### config.mk
export PLATFORM = sky130hd
export DESIGN_NAME = pipeline_ctrl
export DESIGN_NICKNAME = d
export VERILOG_FILES = /design/src/rtl/pipeline_ctrl_pkg.sv /design/src/rtl/src_hit.sv /design/src/rtl/pipeline_ctrl.sv
export SDC_FILE = /design/constraint.sdc
export NUM_CORES = 1
export LEC_CHECK = 0
export BUFFER_PORTS_ARGS = -buffer_cell sky130_fd_sc_hd__clkbuf_2
export CORE_UTILIZATION = 45
export CTS_BUF_LIST = sky130_fd_sc_hd__clkbuf_16
export CTS_CLUSTER_DIAMETER = 30
export DETAILED_ROUTE_END_ITERATION = 12
export PLACE_DENSITY = 0.83
export SLEW_MARGIN = 20
export SYNTH_ARGS = -nofsm -noshare
export SYNTH_HDL_FRONTEND = slang
export SYNTH_SLANG_ARGS = --single-unit
### constraint.sdc
create_clock -name clk -period 4.45 [get_ports clk]
set_clock_uncertainty 0.1 [all_clocks]
set_input_delay 0.2225 -clock clk [delete_from_list [all_inputs] [get_ports clk]]
set_output_delay 0.2225 -clock clk [all_outputs]
set_load 0.02 [all_outputs]
### src/rtl/pipeline_ctrl_pkg.sv
// Shared widths, opcode constants and FSM encoding for the pipeline hazard controller.
package pipeline_ctrl_pkg;

    localparam int unsigned RegAw = 4;
    localparam int unsigned AluAw = 4;

    localparam logic [AluAw-1:0] OpTst = 4'h8;
    localparam logic [AluAw-1:0] OpTeq = 4'h9;
    localparam logic [AluAw-1:0] OpCmp = 4'hA;
    localparam logic [AluAw-1:0] OpCmn = 4'hB;

    localparam logic [15:0] StallCntMax = 16'hFFFF;

    typedef enum logic [1:0] {
        StRun     = 2'd0,
        StMemWait = 2'd1,
        StFlush2  = 2'd2
    } state_e;

    // Compare-class ops set flags only, so they never produce a register result to forward.
    function automatic logic is_compare(input logic [AluAw-1:0] op);
        logic res;
        case (op)
            OpTst, OpTeq, OpCmp, OpCmn: res = 1'b1;
            default:                    res = 1'b0;
        endcase
        return res;
    endfunction

endpackage

### src/rtl/src_hit.sv
// Per-source-field dependency check against the instruction in EX.
module src_hit
    import pipeline_ctrl_pkg::*;
(
    input  logic             id_valid_i,
    input  logic             used_i,
    input  logic [RegAw-1:0] reg_i,
    input  logic             ex_valid_i,
    input  logic             ex_wr_i,
    input  logic             ex_is_load_i,
    input  logic [RegAw-1:0] ex_rd_i,
    input  logic [AluAw-1:0] ex_alu_opcode_i,
    output logic             hit_o,
    output logic             fwd_ok_o
);

    always_comb begin
        hit_o    = id_valid_i & used_i & ex_valid_i & ex_wr_i & (reg_i == ex_rd_i);
        fwd_ok_o = hit_o & ~ex_is_load_i & ~is_compare(ex_alu_opcode_i);
    end

endmodule

### src/rtl/pipeline_ctrl.sv
// Hazard controller: forwarding selects, load-use stalls, load wait and two-cycle branch flush.
module pipeline_ctrl
    import pipeline_ctrl_pkg::*;
(
    input  logic             clk,
    input  logic             reset,
    input  logic             id_valid,
    input  logic             id_rn_used,
    input  logic             id_rm_used,
    input  logic [RegAw-1:0] id_rn,
    input  logic [RegAw-1:0] id_rm,
    input  logic             ex_valid,
    input  logic             ex_wr,
    input  logic             ex_is_load,
    input  logic [RegAw-1:0] ex_rd,
    input  logic [AluAw-1:0] ex_alu_opcode,
    input  logic             ex_branch_taken,
    input  logic             mem_done,
    output logic             stall_if,
    output logic             stall_id,
    output logic             bubble_ex,
    output logic             flush,
    output logic             fwd_rn,
    output logic             fwd_rm,
    output logic [15:0]      stall_cycles
);

    state_e      state_q, state_d;
    logic [15:0] cnt_q, cnt_d;
    logic        hit_rn, hit_rm, fwd_ok_rn, fwd_ok_rm;
    logic        load_use;

    src_hit u_hit_rn (
        .id_valid_i      (id_valid),
        .used_i          (id_rn_used),
        .reg_i           (id_rn),
        .ex_valid_i      (ex_valid),
        .ex_wr_i         (ex_wr),
        .ex_is_load_i    (ex_is_load),
        .ex_rd_i         (ex_rd),
        .ex_alu_opcode_i (ex_alu_opcode),
        .hit_o           (hit_rn),
        .fwd_ok_o        (fwd_ok_rn)
    );

    src_hit u_hit_rm (
        .id_valid_i      (id_valid),
        .used_i          (id_rm_used),
        .reg_i           (id_rm),
        .ex_valid_i      (ex_valid),
        .ex_wr_i         (ex_wr),
        .ex_is_load_i    (ex_is_load),
        .ex_rd_i         (ex_rd),
        .ex_alu_opcode_i (ex_alu_opcode),
        .hit_o           (hit_rm),
        .fwd_ok_o        (fwd_ok_rm)
    );

    assign load_use = (hit_rn | hit_rm) & ex_is_load;

    always_comb begin
        state_d   = state_q;
        stall_if  = 1'b0;
        stall_id  = 1'b0;
        bubble_ex = 1'b0;
        flush     = 1'b0;
        fwd_rn    = 1'b0;
        fwd_rm    = 1'b0;
        case (state_q)
            StRun: begin
                // A taken branch wins over any load-use stall in the same cycle.
                if (ex_valid && ex_branch_taken) begin
                    flush   = 1'b1;
                    state_d = StFlush2;
                end else begin
                    if (load_use) begin
                        stall_if  = 1'b1;
                        stall_id  = 1'b1;
                        bubble_ex = 1'b1;
                    end else begin
                        fwd_rn = fwd_ok_rn;
                        fwd_rm = fwd_ok_rm;
                    end
                    if (ex_valid && ex_is_load) begin
                        state_d = StMemWait;
                    end
                end
            end
            StMemWait: begin
                stall_if  = 1'b1;
                stall_id  = 1'b1;
                bubble_ex = 1'b1;
                if (mem_done) begin
                    state_d = StRun;
                end
            end
            StFlush2: begin
                flush   = 1'b1;
                state_d = StRun;
            end
            default: state_d = StRun;
        endcase
        if (reset) begin
            state_d   = StRun;
            stall_if  = 1'b0;
            stall_id  = 1'b0;
            bubble_ex = 1'b0;
            flush     = 1'b0;
            fwd_rn    = 1'b0;
            fwd_rm    = 1'b0;
        end
    end

    always_comb begin
        cnt_d = cnt_q;
        if (stall_id && (cnt_q != StallCntMax)) begin
            cnt_d = cnt_q + 16'd1;
        end
    end

    always_ff @(posedge clk) begin
        if (reset) begin
            state_q <= StRun;
            cnt_q   <= '0;
        end else begin
            state_q <= state_d;
            cnt_q   <= cnt_d;
        end
    end

    assign stall_cycles = cnt_q;

endmodule

### After elaboration in Yosys (flattened, before gate mapping)

Cells that the tools add are included.

| cells by class | value |
|---|---|
| reduce and logical (&&, ||, !) cells | 6 |
| shifts and indexed selects | 0 |
| order comparisons | 0 |
| multiplexer cells | 20 |
| $mul | 0 |
| eq/ne operators | 11 |
| add/sub/neg operators | 1 |
| bitwise logic cells | 16 |
| divide/modulo/power cells | 0 |

Operators by type and width:

| operator | count |
|---|---|
| 16-bit by 1-bit adder with 16-bit output (second input constant) | 1 |
| 4-bit equality test (second input constant) | 4 |
| 16-bit != test (second input constant) | 1 |
| 1-bit 2-to-1 mux | 14 |
| 1-bit AND | 13 |
| 4-bit equality test | 2 |
| 2-bit 2-to-1 mux | 3 |
| 1-bit case mux with 2 select lines | 2 |
| 2-bit case mux with 2 select lines | 1 |
| 4-bit OR reduction | 1 |
| 1-bit logical AND | 3 |
| 3-bit != test (second input constant) | 1 |
| 2-bit by 1-bit equality test with 1-bit output (second input constant) | 1 |
| 2-bit equality test (second input constant) | 1 |
| 2-bit zero test | 1 |
| 2-bit != test (second input constant) | 1 |
| 1-bit inverter | 2 |
| 2-bit AND reduction | 1 |
| 1-bit bitwise OR | 1 |

| word-level totals | value |
|---|---|
| latch bits | 0 |
| memory bits (read-only) | 0 |
| register bits | 18 |
| memory bits (writable) | 0 |
| output and inout bits | 22 |
| word-level logic and storage cells | 56 |
| memories kept | 0 |
| input bits | 26 |

### Depth between registers and ports, before layout

| logic depth | value |
|---|---|
| depth after elaboration | 11 |
| gate-level depth with buffers | 8 |
| depth with buffers taken out | 7 |

### Cells and area by module

Synthesis repeated with hierarchy kept, for this count alone.

| second synthesis, totals | value |
|---|---|
| cells, all modules | 147 |
| area total of the unflattened synthesis | 1,272.5 sq um |

Modules (own cells, without submodules):

| module | instances | area an instance (sq um) | seq. area each (sq um) | cells each |
|---|---|---|---|---|
| pipeline_ctrl | 1 | 1,119.8 | 360.3 | 125 |
| src_hit | 2 | 76.3 | 0.0 | 11 |

### Worst setup path before layout

Ideal clock, no wire load.

| timing | value |
|---|---|
| path type | reg2reg |
| start point | register cnt_q[0] (netlist: stall_cycles[0]) |
| end point | register cnt_q[0] (netlist: stall_cycles[0]) |
| stages on the path, launching flop included | 9 |
| data required time | 4,222 ps |
| period minus slack after synthesis | 1,988 ps |
| buffers on the path | 1 |
| slack | 2,462 ps |
| arrival | 1,760 ps |
| setup time | 128 ps |
| path through | dfxtp_1 ha_1 nand2_1 nor4_2 nand2_1 o21ai_2 buf_2 xor2_1 nor2_1 |

| on the way | value |
|---|---|
| word-level cells in the longest chain between the ends | 2 |
| elaborated cells on any way between the ends | 3 |
| those cells by class | add/sub (1); eq/ne (1); reduce/logical (1) |

RTL lines:

| what | line | RTL |
|---|---|---|
| start, declared | pipeline_ctrl.sv:29 | `logic [15:0] cnt_q, cnt_d;` |
| start signal, assigned | pipeline_ctrl.sv:127 | `cnt_q <= cnt_d;` |
| branches (longest 2 deep; another with 16-bit by 1-bit adder with 16-bit output) | - |  |

Parallel ways; which one is timed is not known.
A chain may end at the register's enable or synchronous reset.

### Final worst setup path

| timing | value |
|---|---|
| start point | register cnt_q[0] (netlist: stall_cycles[0]) |
| end point | register cnt_q[4] (netlist: stall_cycles[4]) |

Same word-level chain as after synthesis.

==> impl_metrics.tcl <==
set metrics [dict create \
    hold_path.class "in2reg" \
    r2r_setup_slack_ns 2.20 \
    p_leak_nw 0.5852 \
    cts_buffer_depth 2 \
    die_area_sq_um 2703 \
    layout_common_cells "clkbuf_2 (45), dfxtp_1 (18), a21oi_1 (14)" \
    synth.distinct_cells 40 \
    slew_viol_final 0 \
    cp-start-kind "flip-flop" \
    total_power_mw 0.3842 \
    rr_worst_depth 7 \
    place_area_sq_um 1339 \
    crit_top_cell "nand2_1" \
    worstSetupPathType "reg2reg" \
    synth_seq_cells 18 \
    max_stage_delay_ns 0.41 \
    gr-total-overflow 0 \
    wirelength_mm 2.736 \
    final_area_sq_um 1418 \
    antenna_found_initial 0 \
    powerDensity_nw_per_um2 271.0 \
    synthToLayoutAreaGrowth_pct 26.03 \
    io_pins 48 \
    die_width_um 52.00 \
    cts-root-buf "clkbuf_16" \
    post_cts_resized 0 \
    place_hpwl_mm 2.027 \
    worstMarginPinSlew_ns 0.7920 \
    grt_max_degree 23 \
    antennaDiodeCount 0 \
    yosysSeqAreaShare 0.3204 \
    rsz0062_at_grt "no" \
    cts_sinks 18 \
    via_per_inst 5.693 \
    drive_gt1_frac 0.2989 \
    cts_made_buffers 3 \
    first_iter_violations 15 \
    ir_worst_vdd_uv 271.5 \
    worst_r2r_endpoint "stall_cycles[4]$_SDFFE_PP0P_" \
    grt_util_all_layers 0.2178 \
    path_cells "ha_1 > nand2_1 > nor4_2 > nand2_1 > o21ai_2 > o21ai_1 > a21oi_1" \
    core_sq_um 2276 \
    finalCritPeriodShare 0.5057 \
    status "complete, no violations" \
    initial_core_util 0.4942 \
    holdBufCountCts 0 \
    cap_viol_max_count 0 \
    netlist_area_sq_um 1125 \
    synth_warnings 0 \
    fp-row-count 17 \
    post-route-drc-count 0 \
    syn_nets 169 \
    grt_pass1_vias 1119 \
    cp.required_ns 4.52 \
    dp_cells 208 \
    relSlewSlack 0.4719 \
    layout.cells.non_filler 212 \
    crit_end "stall_cycles[4]$_SDFFE_PP0P_" \
    num_vias 1207 \
    worst-path-buf-inv 0 \
    cp_slowest_cell "dfxtp_1" \
    worstSetupEndpointType "flip-flop" \
    finalSetupViolations 0 \
    finalCriticalPeriod_ns 2.251 \
    die_h_um 52.00 \
    fillers 202 \
    ant_nets 0 \
    synthCells 142 \
    port_buffers 45 \
    arrival_ns 2.32 \
    cts_setup_buffers 0 \
    tritoncts "yes" \
    first_pass_iters 4 \
    max_freq_mhz 444.3 \
    avgSynthCellArea_sq_um 7.921 \
    h-tree-depth 1 \
    clk_pin_slew_ns 0.05 \
    fin_tns_setup_ns 0 \
    reg2reg_from "stall_cycles[0]$_SDFFE_PP0P_" \
    startpoint "stall_cycles[0]$_SDFFE_PP0P_" \
    final_common_cell "clkbuf_2" \
    gp_congestion 0.7148 \
    wl_per_cell_um 12.91 \
    critPathTopFamily "compound AO/OA/AOI/OAI gates" \
    crit_cells 7 \
    worst-path-max-fanout 22 \
    grt_pass1_wl_mm 4.491 \
    fin_nets 212 \
    hold_viol 0 \
    clk_latency_ns 0.25 \
]
==> final cells by class <==
| cell class | count | area (sq um) | area share |
|---|---|---|---|
| Tap cell | 28 | 35.03 | 0.02471 |
| Sequential cell | 18 | 360.3 | 0.2542 |
| Inverter | 9 | 33.78 | 0.02383 |
| Multi-Input combinational cell | 108 | 684.4 | 0.4828 |
| Timing Repair Buffer | 45 | 225.2 | 0.1589 |
| Clock buffer | 3 | 75.07 | 0.05296 |
| Clock inverter | 1 | 3.754 | 0.002648 |
==> registers in the layout, indices dropped and copies added, names as in the netlist <==
register	cells
stall_cycles	16
state_q	2
==> worst min path at each step <==
stage / start / to / slack [ns] / depth (start not counted)
after floorplan: ex_branch_taken / state_q[1]$_SDFFE_PP0P_ / 0.32 / 2
final: ex_branch_taken / state_q[1]$_SDFFE_PP0P_ / 0.21 / 3
after detailed placement: stall_cycles[9]$_SDFFE_PP0P_ / stall_cycles[9]$_SDFFE_PP0P_ / 0.39 / 2
after CTS: ex_branch_taken / state_q[1]$_SDFFE_PP0P_ / 0.21 / 3
after global placement: stall_cycles[9]$_SDFFE_PP0P_ / stall_cycles[9]$_SDFFE_PP0P_ / 0.38 / 2
after global routing: ex_branch_taken / state_q[1]$_SDFFE_PP0P_ / 0.24 / 3
==> synthesized netlist by cell type, drive strengths merged <==
cell / instances / share of area
o21ai: 10 / 0.048
and4: 2 / 0.016
nand2: 12 / 0.040
nor2: 11 / 0.039
buf: 5 / 0.034
nor3: 2 / 0.0089
nor4bb: 1 / 0.022
xnor2: 8 / 0.062
o31ai: 2 / 0.013
inv: 9 / 0.030
o41ai: 1 / 0.0078
mux2: 2 / 0.023
clkbuf: 2 / 0.0067
and3: 4 / 0.022
nor4b: 1 / 0.0078
nor2b: 1 / 0.0056
nand3: 11 / 0.053
xor2: 1 / 0.0078
a32oi: 1 / 0.0078
nand4b: 1 / 0.0078
or2: 1 / 0.0056
or4: 1 / 0.0067
ha: 1 / 0.011
o311ai: 1 / 0.0078
dfxtp: 18 / 0.32
nand4: 5 / 0.028
or3: 8 / 0.044
nor4: 3 / 0.022
a31o: 1 / 0.0078
a2111oi: 1 / 0.013
nor3b: 1 / 0.0067
a21oi: 14 / 0.062
==> metal layers <==
| layer | vias up | track usage | part of all wire | wire [um] |
|---|---|---|---|---|
| li1 | 599 | - | - | - |
| met1 | 562 | 0.2421 | 0.44 | 1199 |
| met2 | 43 | 0.4081 | 0.51 | 1388 |
| met3 | 3 | 0.06140 | 0.050 | 138 |
| met4 | 0 | 0.03604 | 0.0033 | 9 |
| met5 | - | 0 | 0 | 0 |
==> kinds of logic after synthesis <==
logic type	Yosys count	synth area share
AO/OA/AOI/OAI	31	0.1680
XOR/XNOR	9	0.07008
adder cells (fa/ha/maj)	1	0.01112
buffers and inverters	16	0.07118
flip-flops	18	0.3204
multiplexers	2	0.02335
AND/OR/NAND/NOR	65	0.3359
==> report_power, final <==
part,switching (mW),leakage [nW],total (mW),internal [mW]
combinational,0.0208,0.402,0.0385,0.0176
sequential,0.00163,0.145,0.164,0.162
clock,0.0623,0.0385,0.182,0.120
==> metrics by stage <==
stage | util | setup WS, ns | hold WS, ns
6_report | 0.6229 | 2.199 | 0.2074
5_1_grt | 0.6229 | 1.881 | 0.2387
3_3_place_gp | 0.5882 | 2.202 | 0.3811
3_5_place_dp | 0.5882 | 2.098 | 0.3855
2_1_floorplan | - | 2.462 | 0.3214
4_1_cts | 0.6229 | 2.199 | 0.2099
==> worst min-delay path: stages <==
cell and delay, ns:
clkbuf_2 0.10, nand2_1 0.12, nor4_1 0.06
Power figures use the tool's default switching activity.
